### config.mk
export PLATFORM = sky130hd
export DESIGN_NAME = serial_binary_subtractor_flat
export DESIGN_NICKNAME = d
export VERILOG_FILES = /design/src/rtl/serial_binary_subtractor_if.sv /design/src/rtl/serial_binary_subtractor.sv /design/src/flat_wrapper.sv
export SDC_FILE = /design/constraint.sdc
export NUM_CORES = 1
export LEC_CHECK = 0
export BUFFER_PORTS_ARGS = -buffer_cell sky130_fd_sc_hd__buf_2
export CORE_UTILIZATION = 40
export DETAILED_ROUTE_END_ITERATION = 7
export GPL_TIMING_DRIVEN = 0
export PLACE_DENSITY = 0.68
export SYNTH_ARGS = -nofsm -noshare
export SYNTH_HDL_FRONTEND = slang
export SYNTH_SLANG_ARGS = --single-unit
### constraint.sdc
create_clock -name clk -period 3.1 [get_ports clk]
set_input_delay 0.31 -clock clk [delete_from_list [all_inputs] [get_ports clk]]
set_output_delay 0.31 -clock clk [all_outputs]
set_load 0.01 [all_outputs]
### src/rtl/serial_binary_subtractor_if.sv
// Request/result bundle for serial_binary_subtractor.
// The master drives load/decrement requests and observes the registered count,
// busy, done and underflow outputs. The slave is the subtractor itself.
interface serial_binary_subtractor_if #(
    parameter int WIDTH = 4
);
    logic             load;
    logic [WIDTH-1:0] load_value;
    logic             decrement;
    logic [WIDTH-1:0] count;
    logic             busy;
    logic             done;
    logic             underflow;

    modport master (
        output load, load_value, decrement,
        input  count, busy, done, underflow
    );

    modport slave (
        input  load, load_value, decrement,
        output count, busy, done, underflow
    );
endinterface

### src/rtl/serial_binary_subtractor.sv
// Bit-serial down-counter: holds a WIDTH-bit count and, on each accepted
// decrement request, subtracts 1 LSB-first, one bit per clock, rippling a
// borrow. A one-cycle done pulse marks the final result, and underflow flags
// a wrap from 0 to all-ones.
//
// Optional feature, enabled by defining SERIAL_SUB_EARLY_EXIT_EN:
//   finish as soon as the borrow dies out, because the remaining upper bits
//   cannot change. A count of 0 still takes all WIDTH cycles.
module serial_binary_subtractor #(
    parameter int WIDTH = 4
) (
    input  logic                        clk,
    input  logic                        reset,   // asynchronous, active low
    serial_binary_subtractor_if.slave   bus
);

    localparam int              IDX_W    = (WIDTH > 1) ? $clog2(WIDTH) : 1;
    localparam logic [IDX_W-1:0] LAST_IDX = IDX_W'(WIDTH - 1);

    typedef enum logic [1:0] {
        ST_IDLE,
        ST_SUB,
        ST_DONE
    } state_e;

    state_e             state_q, state_d;
    logic [WIDTH-1:0]   count_q, count_d;
    logic [IDX_W-1:0]   idx_q, idx_d;
    logic               borrow_q, borrow_d;
    logic               busy_q, busy_d;
    logic               done_q, done_d;
    logic               underflow_q, underflow_d;

    logic               bit_borrow;   // borrow produced by the bit at idx_q
    logic               last_bit;     // idx_q addresses the MSB
    logic               sub_exit;     // this SUB cycle is the final one

    // Next-state, datapath and registered-output logic.
    always_comb begin
        // NOTE: every signal gets a default before the case so no path leaves
        // one unassigned; otherwise synthesis infers a latch.
        state_d     = state_q;
        count_d     = count_q;
        idx_d       = idx_q;
        borrow_d    = borrow_q;

        bit_borrow  = borrow_q & ~count_q[idx_q];
        last_bit    = (idx_q == LAST_IDX);
`ifdef SERIAL_SUB_EARLY_EXIT_EN
        // Once the borrow is gone the upper bits are already final.
        sub_exit    = last_bit | ~bit_borrow;
`else
        sub_exit    = last_bit;
`endif

        unique case (state_q)
            ST_IDLE: begin
                // Load wins over decrement; a simultaneous decrement is dropped.
                if (bus.load) begin
                    count_d = bus.load_value;
                end else if (bus.decrement) begin
                    idx_d    = '0;
                    borrow_d = 1'b1;
                    state_d  = ST_SUB;
                end
            end
            ST_SUB: begin
                // The new borrow uses the old bit value, before it is flipped.
                count_d[idx_q] = count_q[idx_q] ^ borrow_q;
                borrow_d       = bit_borrow;
                idx_d          = idx_q + 1'b1;
                if (sub_exit) begin
                    state_d = ST_DONE;
                end
            end
            ST_DONE: begin
                state_d = ST_IDLE;
            end
            default: begin
                state_d = ST_IDLE;
            end
        endcase

        // Outputs are registered, so they are derived from the next state.
        busy_d      = (state_d != ST_IDLE);
        done_d      = (state_d == ST_DONE);
        underflow_d = (state_q == ST_SUB) && sub_exit && bit_borrow;
    end

    // State and output registers; reset takes effect immediately.
    always_ff @(posedge clk or negedge reset) begin
        if (!reset) begin
            state_q     <= ST_IDLE;
            count_q     <= '0;
            idx_q       <= '0;
            borrow_q    <= 1'b0;
            busy_q      <= 1'b0;
            done_q      <= 1'b0;
            underflow_q <= 1'b0;
        end else begin
            // NOTE: non-blocking assignments, so every flop samples the values
            // from before this edge regardless of statement order.
            state_q     <= state_d;
            count_q     <= count_d;
            idx_q       <= idx_d;
            borrow_q    <= borrow_d;
            busy_q      <= busy_d;
            done_q      <= done_d;
            underflow_q <= underflow_d;
        end
    end

    assign bus.count     = count_q;
    assign bus.busy      = busy_q;
    assign bus.done      = done_q;
    assign bus.underflow = underflow_q;

endmodule

### src/flat_wrapper.sv
// flat-port wrapper written by rule: the top's interface ports become plain ports
module serial_binary_subtractor_flat 
#(
    parameter int WIDTH = 4
)
  (clk, reset, bus_load, bus_load_value, bus_decrement, bus_count, bus_busy, bus_done, bus_underflow);
  serial_binary_subtractor_if #(.WIDTH(WIDTH)) bus_i ();
  input  logic clk;
  input  logic reset;
  input wire logic [$bits(bus_i.load)-1:0] bus_load;
  input wire logic [$bits(bus_i.load_value)-1:0] bus_load_value;
  input wire logic [$bits(bus_i.decrement)-1:0] bus_decrement;
  output wire logic [$bits(bus_i.count)-1:0] bus_count;
  output wire logic [$bits(bus_i.busy)-1:0] bus_busy;
  output wire logic [$bits(bus_i.done)-1:0] bus_done;
  output wire logic [$bits(bus_i.underflow)-1:0] bus_underflow;
  assign bus_i.load = bus_load;
  assign bus_i.load_value = bus_load_value;
  assign bus_i.decrement = bus_decrement;
  assign bus_count = bus_i.count;
  assign bus_busy = bus_i.busy;
  assign bus_done = bus_i.done;
  assign bus_underflow = bus_i.underflow;
  serial_binary_subtractor #(.WIDTH(WIDTH)) u_core (.clk(clk), .reset(reset), .bus(bus_i));
endmodule
==> results.ini <==
[status]
run_status = complete, no violations

[pwr]
leakagePower_nw = 0.4131
p_per_area_nw_per_um2 = 1100
irDropWorstVdd_uv = 461.2

[synthesis]
synth_seq_area_share_pct = 45.80
yosys-mux-area-fraction_pct = 19.47
postSynthCellCount = 57
average_footprint_of_a_synthesized_cell_um2 = 11.50
synthAdderAreaFrac_pct = 9.542
synth_simple_gate_area_share_pct = 13.93
postSynth.topFlopCell = sky130_fd_sc_hd__dfrtp_1
post_synth_num_cell_types = 16
ys_async_sr_fraction_pct = 100.0
synthXorXnorAreaFrac_pct = 0
synth_compound_gate_area_share_pct = 6.679
yosys_register_bits = 12
synth_top_family_by_area = multiplexers
synth_area_um2 = 655.6
ys.warnings.count = 0
synth.net_count = 70
synth-edff-count = 0

[floorplan]
design.core.area_um2 = 1524
chipWidth_um = 42.49
io_pins = 15
core.rowCount = 14
die-area_um2 = 1805
effective_utilization_at_floorplan_pct = 43.02
die_y_um = 42.49

[sta]
worst_slew_pin_slew_ns = 0.4144
max_freq_ghz = 0.5193
grt_setup_unrepaired = false
report.final.slew_viol_count = 0
finalSetupTns_ns = 0
relative_slew_margins_pct = 72.37
post-route-worst-setup-slack_ns = 1.174
layout_min_cycle_time_ns = 1.926
timing_hold_violations_final = 0
finClkSkew_ns = 0.005007
final_setup_violating_endpoints = 0
final_min_period_over_clock_period_pct = 62.12

[layout]
layout.cells.most_common_list = sky130_fd_sc_hd__buf_2 (14), sky130_fd_sc_hd__dfrtp_1 (12), sky130_fd_sc_hd__a21oi_1 (6)
fraction_of_final_layout_cells_with_drive_strength_greater_than_1_pct = 36.84
nets = 90
sequential_cell_area_um2 = 300.3
layout_commonest_cell = sky130_fd_sc_hd__buf_2
nFillCells = 148
antenna_cells = 0
multiInputGateArea_um2 = 325.3
layout-area-overhead-vs-synth_pct = 20.80

[critical_path]
worstSetupPathType = flip-flop to flip-flop
critPathSlowestCell = sky130_fd_sc_hd__mux4_2
timing.critical_path.cells = mux4_2 > inv_1 > ha_1 > nor2b_1 > mux2_4 > mux2_2
timing.critical_path.buf_inv = 1
r2r_slack_ns = 1.17
startpoint_type = flip-flop
worstPathArrival_ns = 2.08
timing.critical_path.to_type = flip-flop
required_ns = 3.26
cpPeakStageDelay_ns = 0.52
path_max_fanout = 6
cp_top_family = multiplexers

[drt]
detailedRoute.firstIterationViolations = 9
drt_pass1_iterations = 4
drc = 0
routed.top_layer = met4
drtAntennaViolNets = 0
met3RoutedLength_um = 48
met1Wirelength_um = 535
met2_routed_length_um = 521
drt-wirelength-per-cell_um = 12.12
drt-vias-per-instance = 4.957
wl_um = 1115
route.vias.total = 456

[global_route]
grt_start_max_net_pins = 13
grt_usage_pct = 15.05
first_global_vias = 437
grt-ovfl-total = 0
number_of_antenna_violations_at_the_first_check_in_global_routing = 0
grt_pass1_wl_um = 1966

[placement]
dp_slack_ns = 1.149
detailed_place_hpwl_um = 828.2
port-buffer-count = 14
gp_congestion = 0.7283

[clock_tree]
clock_insertion_delay_worst_skew_ns = 0.27
ctsRootBufferMaster = sky130_fd_sc_hd__clkbuf_4
cts-root-to-sink-buffers = 2
postCtsSetupRepairBufs = 0
tritoncts_clock_tree = done
numCtsBuffers = 3
ctsHtreeMaxLevel = 1
clkSinkCount = 12
clk_transition_reported_paths_ns = 0.08

[run]
drv.max_cap_violation_count = 0

[worst_hold_path]
hp-class = input pin to flip-flop

layer usage:
metal	up-vias	global-route usage, %
met5	-	0
li1	227	-
met2	12	22.15
met1	215	19.56
met3	2	6.466
met4	0	5.625
state kept, by name (all words and copies together) (netlist names):
name,count
u_core.bus.busy,1
u_core.bus.done,1
u_core.borrow_q,1
u_core.idx_q,2
u_core.state_q,2
u_core.bus.underflow,1
u_core.bus.count,4
cell usage after synthesis, drive strengths merged, types with 2 or more instances:
| master | number | share of area [%] |
|---|---|---|
| a21oi | 6 | 4.6 |
| mux2 | 8 | 16 |
| ha | 5 | 9.5 |
| dfrtp | 12 | 46 |
| and2 | 3 | 2.9 |
| nand2b | 2 | 1.9 |
| inv | 5 | 2.9 |
| nand2 | 5 | 2.9 |
| nor2b | 5 | 4.8 |
metrics by stage:
stage / hold slack (ns) / power, mW / cells / utilization [%] / cell area, um^2
after CTS: 0.3895 / 0.8849 / 92 / 51.97 / 792.0
after global routing: 0.3815 / 0.9562 / 92 / 51.97 / 792.0
after floorplan: 0.01441 / 0.6390 / 57 / - / 655.6
after global placement: 0.2057 / 0.7502 / 87 / 48.93 / 745.7
final: 0.3960 / 0.8714 / 92 / 51.97 / 792.0
after detailed placement: 0.2036 / 0.7593 / 87 / 48.93 / 745.7
where the power goes:
group | switching (mW) | internal [mW] | leakage (nW)
registers | 0.0603 | 0.228 | 0.149
clock network | 0.0516 | 0.0713 | 0.0210
logic | 0.207 | 0.254 | 0.243
total | 0.319 | 0.553 | 0.413
final timing paths:
kind | end | startpoint | cells after the start
min | u_core.bus.count[2] | bus_load_value[2] | 3
min in group asynchronous | u_core.idx_q[1] | reset | 2
min reg2reg | u_core.bus.count[3] | u_core.bus.count[3] | 1
max reg2reg | u_core.bus.count[1] | u_core.idx_q[0] | 6
max in group asynchronous | u_core.state_q[1] | reset | 2
max | u_core.bus.count[1] | u_core.idx_q[0] | 6
layout make-up:
type                       instances  share of cell area, %
clock buffer                       4                  4.581
multi-input combinational         39                  41.07
tap                               16                  2.528
sequential                        12                  37.91
timing repair buffer              15                  10.11
buffer                             1                  1.422
inverter                           5                  2.370
worst reg2reg max path, cell delays in order (launching register included):
cell and delay, ns:
sky130_fd_sc_hd__dfrtp_1 0.46, sky130_fd_sc_hd__mux4_2 0.52, sky130_fd_sc_hd__inv_1 0.07, sky130_fd_sc_hd__ha_1 0.19, sky130_fd_sc_hd__nor2b_1 0.07, sky130_fd_sc_hd__mux2_4 0.25
sky130_fd_sc_hd__mux2_2 0.26
cells by family after synthesis:
group,after synthesis
flops,12
buf+inv,6
mux,9
fa+ha+maj,5
compound gates,8
simple gates,17
timing repair:
item | in CTS | in global routing
gates resized for setup | 0 | 0
hold buffers | 1 | 0
endpoints found under the hold margin | 12 | 0
No activity file was read; power rests on OpenSTA's default activity.
